### src/rtl/bus_pkg.sv
// bus_pkg: shared packet-format constants and helpers for the bus FIFO slice.
package bus_pkg;

    localparam int DEST_W  = 8;
    localparam int STATS_W = 16;
    localparam logic [DEST_W-1:0] BROADCAST = 8'hFF;

    // Destination ID lives in the top byte of a 32-bit packet.
    function automatic logic [DEST_W-1:0] dest_of(input logic [31:0] pkt);
        return pkt[31 -: DEST_W];
    endfunction

endpackage

### src/rtl/bus_fifo_mem.sv
// bus_fifo_mem: depth x pckg_sz register array, one synchronous write port,
// one asynchronous read port.
module bus_fifo_mem #(
    parameter int pckg_sz = 32,
    parameter int depth   = 8,
    localparam int PTR_W  = $clog2(depth)
) (
    input  logic               clk,
    input  logic               we,
    input  logic [PTR_W-1:0]   waddr,
    input  logic [pckg_sz-1:0] wdata,
    input  logic [PTR_W-1:0]   raddr,
    output logic [pckg_sz-1:0] rdata
);

    logic [pckg_sz-1:0] mem [depth];

    // NOTE: storage has no reset; pndng gates the head, so stale contents are never visible.
    // NOTE: sequential state uses <= so every flop samples pre-edge values.
    always_ff @(posedge clk) begin
        if (we) begin
            mem[waddr] <= wdata;
        end
    end

    assign rdata = mem[raddr];

endmodule

### src/rtl/bus_dev_fifo.sv
// bus_dev_fifo: per-device transmit FIFO with show-ahead head word and sticky overflow.
// Optional hwm/drop_cnt statistics are built only when FIFO_STATS_EN is defined.
module bus_dev_fifo
    import bus_pkg::*;
#(
    parameter int pckg_sz = 32,
    parameter int depth   = 8,
    localparam int cnt_w  = $clog2(depth + 1)
) (
    input  logic               clk,
    input  logic               reset,
    input  logic               push_in,
    input  logic [pckg_sz-1:0] D_in,
    output logic               full,
    output logic               pndng,
    input  logic               pop,
    output logic [pckg_sz-1:0] D_pop,
    output logic [cnt_w-1:0]   count,
    output logic               overflow,
    output logic [cnt_w-1:0]   hwm,
    output logic [STATS_W-1:0] drop_cnt
);

    localparam int PTR_W = $clog2(depth);

    logic [PTR_W-1:0]   wr_ptr;
    logic [PTR_W-1:0]   rd_ptr;
    logic [cnt_w-1:0]   count_next;
    logic [pckg_sz-1:0] head;
    logic               wr_ok;
    logic               rd_ok;
    logic               drop;

    assign full  = (count == cnt_w'(depth));
    assign pndng = (count != '0);

    // A pop frees the slot the simultaneous push needs, so full & push & pop is legal.
    assign rd_ok      = pop & pndng;
    assign wr_ok      = push_in & (~full | pop);
    assign drop       = push_in & full & ~pop;
    assign count_next = count + cnt_w'(wr_ok) - cnt_w'(rd_ok);

    bus_fifo_mem #(
        .pckg_sz (pckg_sz),
        .depth   (depth)
    ) u_mem (
        .clk   (clk),
        .we    (wr_ok),
        .waddr (wr_ptr),
        .wdata (D_in),
        .raddr (rd_ptr),
        .rdata (head)
    );

    assign D_pop = pndng ? head : '0;

    always_ff @(posedge clk or posedge reset) begin
        if (reset) begin
            wr_ptr   <= '0;
            rd_ptr   <= '0;
            count    <= '0;
            overflow <= 1'b0;
        end else begin
            if (wr_ok) begin
                wr_ptr <= wr_ptr + PTR_W'(1);
            end
            if (rd_ok) begin
                rd_ptr <= rd_ptr + PTR_W'(1);
            end
            count <= count_next;
            if (drop) begin
                overflow <= 1'b1;
            end
        end
    end

`ifdef FIFO_STATS_EN
    logic [cnt_w-1:0]   hwm_q;
    logic [STATS_W-1:0] drop_q;

    always_ff @(posedge clk or posedge reset) begin
        if (reset) begin
            hwm_q  <= '0;
            drop_q <= '0;
        end else begin
            if (count_next > hwm_q) begin
                hwm_q <= count_next;
            end
            if (drop && (drop_q != '1)) begin
                drop_q <= drop_q + STATS_W'(1);
            end
        end
    end

    assign hwm      = hwm_q;
    assign drop_cnt = drop_q;
`else
    assign hwm      = '0;
    assign drop_cnt = '0;
`endif

endmodule
### config.mk
export PLATFORM = sky130hd
export DESIGN_NAME = bus_dev_fifo
export DESIGN_NICKNAME = d
export VERILOG_FILES = /design/src/rtl/bus_pkg.sv /design/src/rtl/bus_fifo_mem.sv /design/src/rtl/bus_dev_fifo.sv
export SDC_FILE = /design/constraint.sdc
export NUM_CORES = 1
export LEC_CHECK = 0
export ABC_CLOCK_PERIOD_IN_PS = 7100
export BUFFER_PORTS_ARGS = -buffer_cell sky130_fd_sc_hd__buf_2
export CAP_MARGIN = 15
export CORE_MARGIN = 2
export CORE_UTILIZATION = 50
export CTS_CLUSTER_SIZE = 20
export DETAILED_ROUTE_END_ITERATION = 16
export GPL_ROUTABILITY_DRIVEN = 0
export PLACE_DENSITY = 0.69
export SLEW_MARGIN = 40
export SYNTH_ARGS = -nofsm -noshare
export SYNTH_HDL_FRONTEND = slang
export SYNTH_SLANG_ARGS = --single-unit
### constraint.sdc
create_clock -name clk -period 7.1 [get_ports clk]
set_input_delay 0.355 -clock clk [delete_from_list [all_inputs] [get_ports clk]]
set_output_delay 0.355 -clock clk [all_outputs]
set_load 0.02 [all_outputs]
==> flow_summary.json, run 1 <==
{
  "syn_avg_cell_area_um2": 17.2,
  "ys.flop_type": "edfxtp_1",
  "row_count": 53,
  "period_share_pct": 46.7,
  "drc_errors": 0,
  "post_cts_buffers": 0,
  "crit_fanout": 80,
  "yosysTopAreaCell": "edfxtp_1",
  "max-cap-violations": 0,
  "grt_start_max_net_pins": 81,
  "min_to": "u_mem.mem[4][12]",
  "cts.repair.resized": 0,
  "clock_tree.buffer_depth": 3,
  "synth_area_um2": 10900,
  "cts_num_sinks": 267,
  "min_period_ps": 3320,
  "diodes": 0,
  "start_util_pct": 51.3,
  "crit_type": "flip-flop to output port",
  "hold_slack_ps": 88.5,
  "holdBufCountCts": 1,
  "die_h_um": 152,
  "synth_top_area_share_pct": 70.6,
  "ys_async_sr_fraction_pct": 4.12,
  "fp.dieW_um": 152,
  "multi_input_area_um2": 2630,
  "final-hold-violation-count": 0,
  "core_um2": 21200,
  "ys_warn_count": 0,
  "ys_seq_area_share_pct": 73.1,
  "worst_ep_arrival_time_ps": 2960,
  "reg2regPathDepth": 12,
  "port_buffers": 74,
  "hpwl_um": 11700,
  "critical_path_required_ps": 6740,
  "synth-edff-count": 256,
  "drive_gt1_share_pct": 31.5,
  "start_kind": "flip-flop",
  "setup_ws_ps": 3780,
  "setup_tns_ps": 0,
  "ioPinCount": 95,
  "pre_cts_ws_ps": 4300,
  "grt.overflow.total": 0,
  "finalSetupViolations": 0,
  "cts_made_buffers": 28,
  "avgViaCountPerCell": 5.52,
  "root_buffer": "clkbuf_16",
  "track_usage_pct": 19.3,
  "drtPass1Iterations": 4,
  "grt_pass1_wl_um": 32900,
  "finalClockSkew_ps": 9.70,
  "r2r_slack_ps": 4360,
  "worst_slew_pin_slew_ps": 733,
  "clock_latency_ps": 530,
  "power.density_nw_per_um2": 432,
  "fill_cells": 1608,
  "synth.top_cells.by_area": "edfxtp_1 (71%), mux2_2 (6.8%), mux2_4 (3.9%)",
  "hp-class": "primary input to flip-flop",
  "reg2reg_from": "count[2]",
  "antenna_left": 0,
  "grt_pass1_vias": 5871,
  "vias": 5582,
  "finalMaxSlewViolations": 0,
  "synthCells": 633,
  "rsz0062_at_grt": "no",
  "drt-total-wl_um": 21500,
  "synth_seq_cells": 267,
  "hold-path-cell-count": 1,
  "die_area_um2": 23000,
  "fmax_mhz": 302,
  "endpoint_kind": "output port",
  "worstHoldStart": "D_in[12]",
  "r2r_end": "count[2]",
  "p_leak_nw": 4.26,
  "first_iter_violations": 453,
  "outcome": "completed",
  "cts.reportedPaths.clkPinSlew_ps": 60,
  "antenna_found_initial": 2,
  "peakVddDrop_uv": 283,
  "slew_headroom_pct": 51.2,
  "syn_to_final_growth_pct": 13.5,
  "final-seq-area_um2": 7970,
  "wl_per_cell_um": 21.3,
  "cts_tree": "done",
  "htreeDepth": 1,
  "fin_nets": 764,
  "synth_cell_type_count": 36
}
==> cell usage after synthesis (4+ instances only) <==
cell	count
edfxtp_1	256
mux2_2	66
nor3_1	34
a211oi_1	32
nor2b_1	32
o22ai_1	32
o21ai_1	30
buf_4	29
mux2_4	28
buf_2	11
dfrtp_1	11
inv_1	10
clkbuf_1	8
ha_1	8
nor2_1	6
xnor2_1	5
mux2_1	4
nand2b_1	4
==> registers in the layout (all words and copies together), names as in the netlist <==
signal     count
count          4
overflow       1
u_mem.mem    256
rd_ptr         3
wr_ptr         3
==> layout make-up <==
| type | count | area share [%] |
|---|---|---|
| clock buffer | 36 | 6.08 |
| clock inverter | 12 | 0.688 |
| inverter | 10 | 0.304 |
| multi-input combinational | 320 | 21.3 |
| sequential | 267 | 64.4 |
| tap | 275 | 2.78 |
| timing repair buffer | 92 | 4.40 |
==> how the worst max path moves through the flow <==
stage	slack [ps]	depth (start not counted)	start	end
floorplan	3320	5	count[2]	u_mem.mem[0][0]
global route	3600	6	rd_ptr[0]	D_pop[3]
global placement	3770	5	rd_ptr[0]	D_pop[3]
detailed placement	4300	6	rd_ptr[0]	D_pop[3]
CTS	3730	6	rd_ptr[0]	D_pop[3]
finish	3780	6	rd_ptr[0]	D_pop[25]
==> cells in the final DEF (no fill, tap or decap), drive strengths merged, types with 8 or more instances in the layout <==
cell,synthesis,final
inv,10,11
nor3,34,34
dfrtp,11,11
o22ai,32,32
buf,47,91
a211oi,32,32
ha,8,8
edfxtp,256,256
o21ai,32,32
nor2b,32,32
clkbuf,8,36
conb,1,20
clkinv,0,10
mux2,98,98
==> stage by stage <==
step           total power [W]  utilization, %  instances  area, um^2
2_1_floorplan          0.00350               -        652       11000
3_3_place_gp           0.00398            54.0        961       11500
3_5_place_dp           0.00406            54.3        963       11500
4_1_cts                0.00539            58.2       1012       12400
5_1_grt                0.00562            58.2       1012       12400
6_report               0.00534            58.2       1012       12400
==> power breakdown <==
group	leakage, nW	internal, W	switching (W)
registers	2.45	0.00199	0.0000973
clock network	0.413	0.000777	0.000553
logic	1.39	0.000729	0.00119
total	4.26	0.00350	0.00184
==> cells by family after synthesis <==
group	after synthesis	share of synthesized area, %
and+or+nand+nor	88	4.58
adders and majority gates	9	1.10
AOI/OAI and AO/OA	99	5.70
muxes	98	11.1
buffers and inverters	65	3.88
other	1	0.0344
DFF	267	73.1
xor gates and xnor gates	6	0.483
==> worst max-delay path, cell delays in order, from the launching register on <==
cell and delay, ps:
dfrtp_4 560, buf_12 290, buf_6 580, mux2_2 290, o22ai_1 70, nor3_1 300
buf_2 230
==> metal layers <==
layer / global-route usage (%) / wire length, um / vias to the layer above
li1: - / - / 2592
met5: 0 / 7 / -
met4: 5.65 / 355 / 2
met1: 24.9 / 8460 / 2786
met3: 3.41 / 1450 / 32
met2: 33.8 / 11300 / 170
(Power assumes the default switching activity.)
==> run 2: changes to the inputs <==
--- a/config.mk
+++ b/config.mk
@@ -5,7 +5,7 @@
 export SDC_FILE = /design/constraint.sdc
 export NUM_CORES = 1
 export LEC_CHECK = 0
-export ABC_CLOCK_PERIOD_IN_PS = 7100
+export ABC_CLOCK_PERIOD_IN_PS = 3300
 export BUFFER_PORTS_ARGS = -buffer_cell sky130_fd_sc_hd__buf_2
 export CAP_MARGIN = 15
 export CORE_MARGIN = 2
==> constraint.sdc (replaced) <==
create_clock -name clk -period 3.3 [get_ports clk]
set_input_delay 0.165 -clock clk [delete_from_list [all_inputs] [get_ports clk]]
set_output_delay 0.165 -clock clk [all_outputs]
set_load 0.02 [all_outputs]
==> run 2 against run 1 <==
Compared with the run above: utilization grew 2.1 points; via count grew 3.3%; power grew 120%; sequential power grew 120%; highest routed layer is now met4; count of clock-buffer cells in the layout shrank 6; clock power grew 130%; largest cell class unchanged; first-iteration DRC count shrank 11%; clock skew shrank 2.7 ps.
==> flow_summary.json, run 2 (synthesis results as in run 1) <==
{
  "crit_type": "flip-flop to output port",
  "antenna_left": 0,
  "htreeDepth": 1,
  "drc_errors": 0,
  "ioPinCount": 95,
  "diodes": 0,
  "first_iter_violations": 401,
  "hp-class": "primary input to asynchronous set/reset pin",
  "post_cts_buffers": 0,
  "port_buffers": 74,
  "final_area_um2": 12800,
  "cts_num_sinks": 267,
  "setup_tns_ps": 0,
  "critical_path_required_ps": 3130,
  "antenna_found_initial": 0,
  "syn_to_final_growth_pct": 17.5,
  "grt_pass1_wl_um": 32700,
  "p_leak_nw": 4.44,
  "clock_tree.buffer_depth": 3,
  "fp.dieW_um": 152,
  "drtPass1Iterations": 6,
  "core_um2": 21200,
  "worst_ep_arrival_time_ps": 2790,
  "drive_gt1_share_pct": 31.8,
  "period_share_pct": 89.7,
  "max-cap-violations": 0,
  "largest_reg_flops": 256,
  "drt-total-wl_um": 20800,
  "hpwl_um": 12100,
  "finalMaxSlewViolations": 0,
  "crit_fanout": 60,
  "grt_pass1_vias": 6115,
  "power.density_nw_per_um2": 916,
  "endpoint_kind": "output port",
  "grt_start_max_net_pins": 61,
  "reg_top3": "u_mem.mem: 256 flops, count: 4 flops",
  "hold_slack_ps": 185,
  "cts.reportedPaths.clkPinSlew_ps": 60,
  "slew_headroom_pct": 46.5,
  "finalClockSkew_ps": 7.04,
  "holdBufCountCts": 35,
  "r2r_end": "u_mem.mem[7][21]",
  "fin_nets": 800,
  "die_h_um": 152,
  "final_util_pct": 60.3,
  "final_common_cell": "edfxtp_1",
  "die_area_um2": 23000,
  "clock_latency_ps": 530,
  "rsz0062_at_grt": "no",
  "finalSetupViolations": 0,
  "vias": 5765,
  "regMostFlops": "u_mem.mem",
  "min_period_ps": 2960,
  "track_usage_pct": 18.5,
  "avgViaCountPerCell": 5.48,
  "start_util_pct": 51.3,
  "final-hold-violation-count": 0,
  "worst_slew_pin_slew_ps": 802,
  "peakVddDrop_uv": 494,
  "r2r_slack_ps": 830,
  "cts_made_buffers": 28,
  "start_kind": "flip-flop",
  "final_cell_mix": "edfxtp_1 (256), buf_2 (74), mux2_2 (66)",
  "fill_cells": 1578,
  "reg2reg_from": "count[2]",
  "outcome": "completed",
  "fmax_mhz": 338,
  "root_buffer": "clkbuf_16",
  "cts_tree": "done",
  "place_area_um2": 11500,
  "grt.overflow.total": 0,
  "row_count": 53,
  "reg2regPathDepth": 6,
  "wl_per_cell_um": 19.8,
  "cts.repair.resized": 0
}
-- run 2: changes by cell type in the layout (fill, tap and decap cells not counted), moves of 2 or more --
cell,before,now
bufinv_16,1,3
clkinvlp_4,0,4
clkinv_1,5,2
clkinv_2,5,11
buf_4,14,18
clkbuf_1,7,1
dlygate4sd3_1,1,35
nor3_2,2,0
nor3_4,0,2
-- run 2: worst max path at each step --
stage / endpoint / from / cells after the start / slack [ps]
6_report: D_pop[0] / rd_ptr[0] / 5 / 340
5_1_grt: D_pop[18] / rd_ptr[0] / 5 / 180
4_1_cts: D_pop[0] / rd_ptr[0] / 5 / 280
3_5_place_dp: u_mem.mem[6][24] / count[2] / 6 / 820
3_3_place_gp: D_pop[0] / rd_ptr[0] / 5 / 870
2_1_floorplan: u_mem.mem[6][0] / count[2] / 5 / 370
-- run 2: report_power, final --
group | switching (W) | internal, W
combinational | 0.00242 | 0.00159
sequential | 0.000328 | 0.00428
clock | 0.00127 | 0.00184
total | 0.00401 | 0.00772
-- run 2: area by class of cell --
class	count	area (um^2)	share of cell area (%)
Inverter	10	37.5	0.293
Sequential cell	267	7970	62.3
Clock inverter	22	200	1.56
Clock buffer	30	729	5.70
Timing Repair Buffer	128	876	6.84
Tap cell	275	344	2.69
Multi-Input combinational cell	320	2640	20.7
-- run 2: worst max-delay path, stage by stage, from the launching register on --
cell and delay (ps):
dfrtp_4 950, buf_4 420, mux2_2 220, o22ai_1 80, nor3_1 320, buf_2 240
-- run 2: per-layer routing --
layer  part of all wire [%]  global-route usage [%]
met4                    2.4                    5.05
met3                    4.3                    3.20
met2                     50                    31.3
met5                      0                       0
met1                     44                    25.1
-- run 2: per-stage QoR --
step / power (W) / instances / worst slack [ps]
6_report: 0.0117 / 1052 / 341
5_1_grt: 0.0123 / 1052 / 182
4_1_cts: 0.0118 / 1052 / 281
3_3_place_gp: 0.00858 / 965 / 866
2_1_floorplan: 0.00752 / 652 / 371
3_5_place_dp: 0.00869 / 965 / 818
